**config.mk**
```make
export PLATFORM = sky130hd
export DESIGN_NAME = cache_arbiter
export DESIGN_NICKNAME = d
export VERILOG_FILES = /design/src/rtl/cache_arbiter_pkg.sv /design/src/rtl/cache_arbiter.sv
export SDC_FILE = /design/constraint.sdc
export NUM_CORES = 1
export LEC_CHECK = 0
export BUFFER_PORTS_ARGS = -buffer_cell sky130_fd_sc_hd__buf_2
export CAP_MARGIN = 40
export CORE_AREA = 2 2 543 545
export CTS_CLUSTER_DIAMETER = 100
export DETAILED_ROUTE_END_ITERATION = 8
export DIE_AREA = 0 0 545 547
export MAX_ROUTING_LAYER = met4
export PLACE_DENSITY_LB_ADDON = 0.3
export SETUP_SLACK_MARGIN = 0.05
export SKIP_CTS_REPAIR_TIMING = 1
export SYNTH_ARGS = -nofsm -noshare
export SYNTH_HDL_FRONTEND = slang
export SYNTH_SLANG_ARGS = --single-unit
```
**constraint.sdc**
```tcl
create_clock -name clk -period 2.4 [get_ports clk]
set_input_delay 0.36 -clock clk [delete_from_list [all_inputs] [get_ports clk]]
set_output_delay 0.36 -clock clk [all_outputs]
set_load 0.02 [all_outputs]
```
**src/rtl/cache_arbiter_pkg.sv**
```systemverilog
// Shared types and default widths for the I/D cache-to-memory arbiter.
package cache_arbiter_pkg;

  localparam int unsigned ADDR_W_DEF = 32;
  localparam int unsigned LINE_W_DEF = 256;

  typedef enum logic [1:0] {
    ST_IDLE   = 2'd0,
    ST_BUSY_I = 2'd1,
    ST_BUSY_D = 2'd2,
    ST_DONE   = 2'd3
  } state_e;

  typedef enum logic {
    SIDE_I = 1'b0,
    SIDE_D = 1'b1
  } side_e;

endpackage

```
**src/rtl/cache_arbiter.sv**
```systemverilog
// Arbitrates I-cache fills and D-cache fills/writebacks onto one memory port.
// One transaction at a time; contention alternates against the last served side.
module cache_arbiter
  import cache_arbiter_pkg::*;
#(
  parameter int unsigned ADDR_W = ADDR_W_DEF,
  parameter int unsigned LINE_W = LINE_W_DEF
) (
  input  logic              clk,
  input  logic              rst_n,
  input  logic              i_read,
  input  logic [ADDR_W-1:0] i_address,
  output logic [LINE_W-1:0] i_rdata,
  output logic              i_resp,
  input  logic              d_read,
  input  logic              d_write,
  input  logic [ADDR_W-1:0] d_address,
  input  logic [LINE_W-1:0] d_wdata,
  output logic [LINE_W-1:0] d_rdata,
  output logic              d_resp,
  output logic              m_read,
  output logic              m_write,
  output logic [ADDR_W-1:0] m_address,
  output logic [LINE_W-1:0] m_wdata,
  input  logic [LINE_W-1:0] m_rdata,
  input  logic              m_resp
);

  state_e              r_state;
  side_e               r_last_grant;
  logic [ADDR_W-1:0]   r_addr;
  logic [LINE_W-1:0]   r_wdata;
  logic                r_m_read;
  logic                r_m_write;
  logic [LINE_W-1:0]   r_i_rdata;
  logic [LINE_W-1:0]   r_d_rdata;
  logic                r_i_resp;
  logic                r_d_resp;

  state_e              w_state_nxt;
  side_e               w_grant_side;
  logic                w_grant;
  logic                w_done;
  logic                w_d_req;

  assign w_d_req = d_read | d_write;

  // State register
  always_ff @(posedge clk or negedge rst_n) begin
    if (!rst_n) begin
      r_state <= ST_IDLE;
    end else begin
      r_state <= w_state_nxt;
    end
  end

  // Next-state, grant selection and memory-completion decode
  always_comb begin
    w_state_nxt  = r_state;
    w_grant_side = SIDE_I;
    w_grant      = 1'b0;
    w_done       = 1'b0;
    case (r_state)
      ST_IDLE: begin
        if (i_read && w_d_req) begin
          w_grant_side = (r_last_grant == SIDE_I) ? SIDE_D : SIDE_I;
        end else if (w_d_req) begin
          w_grant_side = SIDE_D;
        end
        if (i_read || w_d_req) begin
          w_grant     = 1'b1;
          w_state_nxt = (w_grant_side == SIDE_D) ? ST_BUSY_D : ST_BUSY_I;
        end
      end
      ST_BUSY_I, ST_BUSY_D: begin
        if (m_resp) begin
          w_done      = 1'b1;
          w_state_nxt = ST_DONE;
        end
      end
      ST_DONE: begin
        w_state_nxt = ST_IDLE;
      end
      default: begin
        w_state_nxt = ST_IDLE;
      end
    endcase
  end

  // Request capture, memory command, returned-line and response registers
  always_ff @(posedge clk or negedge rst_n) begin
    if (!rst_n) begin
      r_last_grant <= SIDE_D;
      r_addr       <= '0;
      r_wdata      <= '0;
      r_m_read     <= 1'b0;
      r_m_write    <= 1'b0;
      r_i_rdata    <= '0;
      r_d_rdata    <= '0;
      r_i_resp     <= 1'b0;
      r_d_resp     <= 1'b0;
    end else begin
      r_i_resp <= w_done && (r_state == ST_BUSY_I);
      r_d_resp <= w_done && (r_state == ST_BUSY_D);
      if (w_grant) begin
        if (w_grant_side == SIDE_D) begin
          // Writeback wins when both D-side ops are raised together
          r_addr    <= d_address;
          r_wdata   <= d_wdata;
          r_m_write <= d_write;
          r_m_read  <= ~d_write;
        end else begin
          r_addr    <= i_address;
          r_wdata   <= '0;
          r_m_write <= 1'b0;
          r_m_read  <= 1'b1;
        end
      end
      if (w_done) begin
        r_m_read  <= 1'b0;
        r_m_write <= 1'b0;
        if (r_state == ST_BUSY_D) begin
          r_last_grant <= SIDE_D;
          if (r_m_read) begin
            r_d_rdata <= m_rdata;
          end
        end else begin
          r_last_grant <= SIDE_I;
          r_i_rdata    <= m_rdata;
        end
      end
    end
  end

  assign m_read    = r_m_read;
  assign m_write   = r_m_write;
  assign m_address = r_addr;
  assign m_wdata   = r_wdata;
  assign i_rdata   = r_i_rdata;
  assign d_rdata   = r_d_rdata;
  assign i_resp    = r_i_resp;
  assign d_resp    = r_d_resp;

endmodule
```
==> run metrics, run 1 <==
status=completed; PortBufs=1385; Synth Cell Area=31200 um2; critical-path cell list=inv_1 > ha_2 > and3_1 > nand2_4 > buf_12 > buf_4 > mux2_2; largest net degree at the start of global routing=85; RSZ-0062 raised after global routing=false; synth unique cells=31; Starting DRT DRC Count=1508; number of flops mapped to enable cells by yosys=0; synth-to-layout area growth=69.6%; max_cap viols=0; WP data required=3.07 ns; Max-slew headroom=53.5%; DP HPWL=176000 um; crit path to=d_rdata[37]; CTS max path bufs=4; internal power=44.0 mW; Post-synth ARST share=100%; Core ar.=293000 um2; clk sinks=807; Simple-Gate Fraction of Synth Area=1.10%; multiplexer share of the synthesized area=21.5%; Mapped Nets=2477; synth warn=0; FF+latch count, synth=807; die height=547 um; routed vias=25800; TritonCTS clock tree=done; Comb power frac=47.1%; Crit path buffers/inverters=3; clock skew=0.0629 ns; Synth Area in XOR/XNOR=0%; fin nets=4527; Pre-antenna DRT Iters=6; Final Hold Fails=0; fin crit period=2.17 ns; routability cong.=0.926; die area=298000 um2; pins over their slew limit=0; Max rail drop VDD=0.767 mV; Top delay family on crit path=buffers and inverters; HP Class=primary input to flop; RR Endpoint=d_rdata[37]; cell depth of the worst setup path=7; Synth Flop Type=dfrtp_1; PD cells=1450 nW/um2; Num CTS Buffers=108; DRC viols=0; Seq pwr share=31.3%; Tightest Pin Transition=0.697 ns; Synth top area share=64.7%; number of global-route vias before repair=24400; Avg WL per Cell=26.0 um; row cnt=199; Top Ports=1386; R2R cell count=7; first-pass GRT wire length=261000 um; startpoint types=flop; via/cell ratio=3.20; Synth Area in Adders=0.161%; FMAX=461 MHz; Setup TNS=0 ns; top area cells in the synthesized netlist=dfrtp_1, mux2_4, mux2_2; Data arrival, critical path=2.84 ns; complex-gate fraction of the synthesized area=8.59%; Synth top cells by count=dfrtp_1, mux2_2, a22o_1; critical-path maximum fanout=24; switching part of the total power=42.4%; Setup Crit Path Kind=flop to flop; Seq/Total Area, Yosys=64.8%; most common cell in the netlist=dfrtp_1; Post-Route WL=209000 um; CP startpoint=r_state[0]; Worst path slowest cell=dfrtp_1; global route total overflow=0; Clk pwr share=21.6%; H-tree levels=3; Reg2Reg Setup Slack=0.23 ns; Initial Utilization=10.7%; Mapped Cells=1891; Overall Global Routing Usage=13.7%; DRT antenna net count=0; # fillers=32100; worst r2r src=r_state[0]; crit-path max cell delay=0.39 ns; P_leak=25.6 nW; Die X-Extent=545 um; layout cell share with drive strength beyond 1=54.5%; dominant cell type by area after synthesis=dfrtp_1; initial antenna violation count=154; # setup viols final=0; Clock Pin Slew Worst Setup and Hold Paths=0.06 ns; fin crit share=90.4%; hold_ws=0.110 ns; main combinational cell family by area after synthesis=multiplexers; Root Driver=clkbuf_16; mean post-synth cell area=16.5 um2; sw power=32.4 mW; Worst-Skew Late Latency=0.83 ns; Worst Setup End Kind=flop
cell usage in the layout, fill, tap and decap left out, types with 3 or more instances in the layout:
master,count
diode_2,109
mux2_4,240
a21oi_1,34
clkinvlp_4,7
a22o_1,243
bufinv_16,8
nand3_1,14
clkbuf_1,18
clkbuf_16,109
mux2_2,274
inv_6,3
clkbuf_8,22
o21ai_0,64
nand2_1,59
buf_4,71
dfrtp_1,806
buf_12,39
buf_2,1384
dlygate4sd3_1,578
ha_1,3
clkinv_2,15
worst min-delay path by stage:
| stage | from | to | cells past startpoint |
|---|---|---|---|
| 5_1_grt | d_wdata[255] | m_wdata[255] | 4 |
| 3_5_place_dp | rst_n | d_rdata[15] | 1 |
| 6_report | d_wdata[255] | m_wdata[255] | 4 |
| 4_1_cts | rst_n | d_rdata[15] | 1 |
| 2_1_floorplan | rst_n | d_rdata[0] | 0 |
| 3_3_place_gp | rst_n | d_rdata[15] | 1 |
cell type report:
class | instances | area, um2 | share of cell area (%)
inverters | 2 | 7.51 | 0.0142
clock inverters | 40 | 500 | 0.947
flip-flops and latches | 807 | 20200 | 38.2
clock buffers | 149 | 3100 | 5.86
repair buffers | 2073 | 14000 | 26.6
multi-input cells | 949 | 9840 | 18.6
well taps | 3919 | 4900 | 9.28
diodes | 109 | 273 | 0.516
through the flow:
step / utilization [%] / setup slack, ns / cells / power (mW) / cell area [um2]
after global placement: 14.8 / 0.137 / 7172 / 59.6 / 43200
after floorplan: - / 0.517 / 1891 / 43.5 / 31200
after global routing: 18.0 / 0.131 / 8028 / 80.3 / 52800
after detailed placement: 14.8 / 0.185 / 7172 / 59.7 / 43200
after CTS: 16.0 / 0.211 / 7361 / 76.9 / 46800
final: 18.1 / 0.230 / 8048 / 76.4 / 52900
state kept, by name, indices dropped and copies added, names as in the netlist:
register / count
d_rdata: 256
i_rdata: 256
m_wdata: 256
m_address: 32
r_state: 2
d_resp: 1
i_resp: 1
m_read: 1
m_write: 1
r_last_grant: 1
power groups by stage:
stage	logic (mW)	clock network, mW	registers [mW]
after floorplan	12.8	0	30.7
after global placement	35.7	0	23.9
after detailed placement	35.8	0	24.0
after CTS	35.8	17.2	23.9
after global routing	38.0	17.7	24.7
final	36.0	16.5	23.9
layer usage:
| metal | vias up | track usage (%) | part of all wire [%] |
|---|---|---|---|
| li1 | 11200 | - | - |
| met4 | 0 | 3.40 | 2.4 |
| met1 | 13000 | 15.5 | 42 |
| met2 | 1327 | 20.9 | 45 |
| met3 | 263 | 7.27 | 11 |
| met5 | - | - | 0 |
kinds of logic after synthesis:
logic type | after synthesis
and+or+nand+nor | 82
muxes | 516
buffers and inverters | 135
adders and majority gates | 4
AOI/OAI and AO/OA | 347
DFF | 807
worst reg2reg max path, stage by stage, from the launching register on:
cell and delay, ns:
dfrtp_1 0.39, inv_1 0.13, ha_2 0.32, and3_1 0.20, nand2_4 0.13, buf_12 0.21, buf_4 0.34, mux2_2 0.36
Note: power is estimated with default switching activity, not from simulation.
==> run 2: changes to the inputs <==
Settings changed: CORE_AREA 2 2 543 545 to 2 2 537 539, DIE_AREA 0 0 545 547 to 0 0 539 541, SETUP_SLACK_MARGIN 0.05 to unset.
Clock period 2.4 ns to 2.73 ns, I/O delays scaled along.
==> run 2 against run 1 <==
Net effect: the flow now finishes with violations (negative hold slack); sequential power fell by 12%; maximum frequency is 14% lower; flip-flop and latch count stayed put; highest routed layer unchanged.
==> run metrics, run 2 (same netlist as run 1, synthesis figures left out) <==
Comb power frac=46.6%; PortBufs=1385; Worst-Skew Late Latency=0.83 ns; most used cells in the layout excluding fill and tap cells=buf_2, dfrtp_1, dlygate4sd3_1; clk sinks=807; Worst Setup End Kind=flop; most used cell, CP=o21ai_0; Setup TNS=0 ns; Data arrival, critical path=3.27 ns; Worst path slowest cell=o31a_2; startpoint types=flop; RR Endpoint=m_address[25]; max_cap viols=0; min-delay src=d_address[19]; Setup Crit Path Kind=flop to flop; fin crit share=92.5%; Root Driver=clkbuf_16; pins over their slew limit=0; most common library cell in the layout ignoring fill and taps=buf_2; H-tree levels=3; fin nets=4505; Clock Pin Slew Worst Setup and Hold Paths=0.07 ns; Placed Instance Area=42800 um2; CTS max path bufs=4; Core ar.=286000 um2; routed vias=25700; global route total overflow=0; TritonCTS clock tree=done; hold_ws=-0.0109 ns; hold depth=3; Top delay family on crit path=compound AO/OA/AOI/OAI gates; failing checks=negative hold slack; Num CTS Buffers=108; Initial Utilization=10.9%; Starting DRT DRC Count=1620; Pre-antenna DRT Iters=7; DRC viols=0; critical-path cell list=inv_1 > ha_2 > o31a_2 > o21ai_0 > o21ai_0 > dlygate4sd3_1; # setup viols final=0; status=finished, violations left; largest net degree at the start of global routing=103; routability cong.=0.971; P_leak=25.5 nW; first-pass GRT wire length=255000 um; PD cells=1280 nW/um2; number of global-route vias before repair=24500; FMAX=396 MHz; HP Class=primary input to flop; Overall Global Routing Usage=13.5%; die area=292000 um2; RSZ-0062 raised after global routing=false; Reg2Reg Setup Slack=0.20 ns; layout cell share with drive strength beyond 1=54.3%; clock skew=0.0482 ns; Top Ports=1386; Seq pwr share=31.5%; critical-path maximum fanout=27; sw power=28.1 mW; Max-slew headroom=55.8%; Max rail drop VDD=0.696 mV; initial antenna violation count=161; Clk pwr share=22.0%; Die X-Extent=539 um; die height=541 um; synth-to-layout area growth=68.1%; internal power=38.8 mW; DP HPWL=168000 um; via/cell ratio=3.26; worst r2r src=r_state[1]; Tightest Pin Transition=0.663 ns; fin area=52400 um2; R2R cell count=6; fin crit period=2.53 ns; Post-Route WL=200000 um; Crit path buffers/inverters=2; Final Hold Fails=2; row cnt=197; DRT antenna net count=0; switching part of the total power=42.1%; Hold Path End=m_address[19]; Pwr Total=66.9 mW; Avg WL per Cell=25.4 um; WP data required=3.47 ns; crit-path max cell delay=0.59 ns
run 2: power groups by stage:
stage	Sequential, mW	Combinational [mW]	Clock, mW
3_5_place_dp	21.0	30.7	0
6_report	21.0	31.1	14.7
2_1_floorplan	27.0	11.2	0
4_1_cts	21.0	30.7	15.2
3_3_place_gp	21.0	30.5	0
5_1_grt	21.7	32.8	15.6
run 2: worst max path at each step:
stage                     cells after the start  slack (ns)  startpoint       endpoint
final                                         6        0.20  r_state[1]  m_address[25]
after detailed placement                      7        0.48  r_state[1]   d_rdata[155]
after CTS                                     7        0.47  r_state[1]   i_rdata[217]
after global placement                        7        0.47  r_state[1]   d_rdata[207]
after floorplan                               7        0.85  r_state[0]   d_rdata[215]
after global routing                          6        0.07  r_state[1]   m_address[0]
run 2: worst register-to-register path: cells and delay by family, from the launching register on:
family / cells / cell delay, ns
AOI/OAI and AO/OA: 3 / 1.06
adders and majority gates: 1 / 0.35
buffers and inverters: 2 / 0.69
DFF: 1 / 0.40
run 2: routing by layer:
layer	vias to the layer above	routed length, um	global-route usage [%]	share of wire (%)
met5	-	0	-	0
met4	0	7250	4.00	3.6
met3	262	24300	9.14	12
met2	1416	84500	19.5	42
met1	12900	84400	14.8	42
li1	11100	-	-	-
run 2: metrics by stage:
step                worst slack (ns)  util [%]  hold WS [ns]  cells
floorplan                      0.847         -         0.114   1891
global placement               0.467      14.9         0.390   7020
detailed placement             0.477      14.9         0.394   7020
CTS                            0.465      16.2        -0.512   7215
global route                  0.0661      18.3       0.00188   7868
finish                         0.204      18.3       -0.0109   7882
run 2: final cells by class:
| cell class | count | area, um2 |
|---|---|---|
| Fill cell | 31400 | 234000 |
| Sequential cell | 807 | 20200 |
| Timing Repair Buffer | 2051 | 13700 |
| Multi-Input combinational cell | 949 | 9840 |
| Tap cell | 3781 | 4730 |
| Clock buffer | 159 | 3160 |
| Clock inverter | 36 | 494 |
| Antenna cell | 97 | 243 |
| Inverter | 2 | 7.51 |
==> run 3: changes to the inputs <==
Settings changed: ABC_AREA set to 1, CORE_AREA 2 2 537 539 to 2 2 536 538, DIE_AREA 0 0 539 541 to 0 0 538 540.
==> run 3 against run 2 <==
Net effect: the run now ends clean; routed wire length is 7.3% lower; flip-flop and latch count did not move; sequential share of layout area rose by 0.069 points; hold slack improved by 0.048 ns; sequential power is 2% lower; register-to-register slack worse by 0.05 ns; non-clock buffer count increased by 5; global-route usage is 1.0 points lower.
==> run metrics, run 3 <==
status=completed; R2R cell count=8; fin crit period=2.57 ns; routed vias=30900; Pre-antenna DRT Iters=6; min-delay src=m_rdata[81]; RR Endpoint=m_address[7]; Mapped Nets=3930; most used cells in the layout excluding fill and tap cells=buf_2, nand2_1, dfrtp_1; Data arrival, critical path=3.32 ns; die height=540 um; synth unique cells=20; DRC viols=0; clk sinks=807; Worst path slowest cell=nand3_2; global route total overflow=0; Synth Cell Area=31100 um2; row cnt=196; Starting DRT DRC Count=1664; startpoint types=flop; Final Hold Fails=0; TritonCTS clock tree=done; Core ar.=284000 um2; Top Ports=1386; critical-path cell list=inv_1 > ha_4 > nand3_2 > buf_4 > nand2_1 > nand3_1 > nand2_1 > dlygate4sd3_1; fin nets=5884; Setup TNS=0 ns; Seq/Total Area, Yosys=64.8%; Tightest Pin Transition=0.779 ns; layout cell share with drive strength beyond 1=31.0%; clock skew=0.0357 ns; first-pass GRT wire length=246000 um; Mapped Cells=3344; critical-path maximum fanout=27; Worst-Skew Late Latency=0.79 ns; Max rail drop VDD=0.648 mV; FMAX=389 MHz; Post-Route WL=186000 um; M1 wire length=67800 um; FF+latch count, synth=807; Hold Path End=i_rdata[81]; Clock Pin Slew Worst Setup and Hold Paths=0.06 ns; Pwr Total=63.3 mW; most common library cell in the layout ignoring fill and taps=buf_2; Max-slew headroom=48.1%; CTS max path bufs=4; synth-to-layout area growth=67.9%; P_leak=26.6 nW; Num CTS Buffers=107; PD cells=1210 nW/um2; DRT antenna net count=0; hold depth=3; max layer used=met4; most common cell in the netlist=nand2_1; Overall Global Routing Usage=12.5%; worst r2r src=r_state[0]; die area=291000 um2; PortBufs=1385; Die X-Extent=538 um; Synth Flop Type=dfrtp_1; HP Class=primary input to flop; # setup viols final=0; dominant cell type by area after synthesis=dfrtp_1; crit-path max cell delay=0.57 ns; number of flops mapped to enable cells by yosys=0; Synth top area share=64.8%; H-tree levels=3; Reg2Reg Setup Slack=0.16 ns; met2 WL post-DR=95900 um; initial antenna violation count=88; Avg WL per Cell=20.2 um; pins over their slew limit=0; max_cap viols=0; Detail Route met3 WL=14700 um; synth warn=0; mean post-synth cell area=9.31 um2; Synth top cells by count=nand2_1, dfrtp_1, inv_1; Root Driver=clkbuf_16; DP HPWL=152000 um; WP data required=3.47 ns; top area cells in the synthesized netlist=dfrtp_1, nand2_1, nand3_1; most used cell, CP=nand2_1; Setup Crit Path Kind=flop to flop; RSZ-0062 raised after global routing=false; Initial Utilization=10.9%; Post-synth ARST share=100%; Worst Setup End Kind=flop; largest net degree at the start of global routing=95; number of global-route vias before repair=29100; fin crit share=94.2%; routability cong.=0.901; via/cell ratio=3.37
-- run 3: worst max-delay path by stage --
stage / cells past startpoint / from / to
6_report: 8 / r_state[0] / m_address[7]
5_1_grt: 8 / r_state[0] / m_address[7]
4_1_cts: 7 / r_state[0] / d_rdata[11]
3_5_place_dp: 7 / r_state[0] / d_rdata[14]
3_3_place_gp: 7 / r_state[0] / d_rdata[10]
2_1_floorplan: 9 / r_state[0] / d_rdata[251]
-- run 3: area by class of cell --
cell class | count | area (um2)
flip-flops and latches | 807 | 20200
diodes | 40 | 100
repair buffers | 2056 | 13800
well taps | 3762 | 4710
fillers | 32100 | 232000
clock inverters | 50 | 648
clock buffers | 144 | 2980
multi-input cells | 1993 | 8620
inverters | 333 | 1250
-- run 3: per-stage QoR --
step | util, % | hold WS, ns | instances | setup slack, ns | area (um2)
global route | 18.4 | 0.00367 | 9178 | 0.0134 | 52300
finish | 18.4 | 0.0373 | 9185 | 0.158 | 52300
floorplan | - | 0.114 | 3344 | 1.11 | 31100
global placement | 15.1 | 0.457 | 8377 | 0.594 | 42800
detailed placement | 15.1 | 0.460 | 8377 | 0.517 | 42800
CTS | 16.3 | -0.385 | 8571 | 0.551 | 46500
-- run 3: cells by family (layout without fill, tap and decap cells) --
group | count (synthesis) | after routing | share of synthesized area, %
AOI/OAI and AO/OA | 512 | 512 | 8.30
adders and majority gates | 4 | 4 | 0.161
buffers and inverters | 544 | 2583 | 7.64
DFF | 807 | 807 | 64.8
other | 0 | 40 | 0
and+or+nand+nor | 1477 | 1477 | 19.1
-- run 3: report_power, final --
| part | leakage, nW | internal [mW] | switching (mW) |
|---|---|---|---|
| Combinational | 15.0 | 8.65 | 19.4 |
| Clock | 1.78 | 8.74 | 5.92 |
| Sequential | 9.84 | 17.4 | 3.20 |
| Total | 26.6 | 34.8 | 28.5 |
-- run 3: worst max-delay path, delay by kind of cell, from the launching register on --
family | cells | cell delay, ns
fa+ha+maj | 1 | 0.22
buf+inv | 3 | 1.11
flops | 1 | 0.40
simple gates | 4 | 0.76
-- run 3: routing by layer --
layer  vias up  global-route usage, %
met5         -                      -
met4         0                   4.86
met3       308                   4.27
met2      1398                   22.0
met1     14700                   12.5
li1      14500                      -
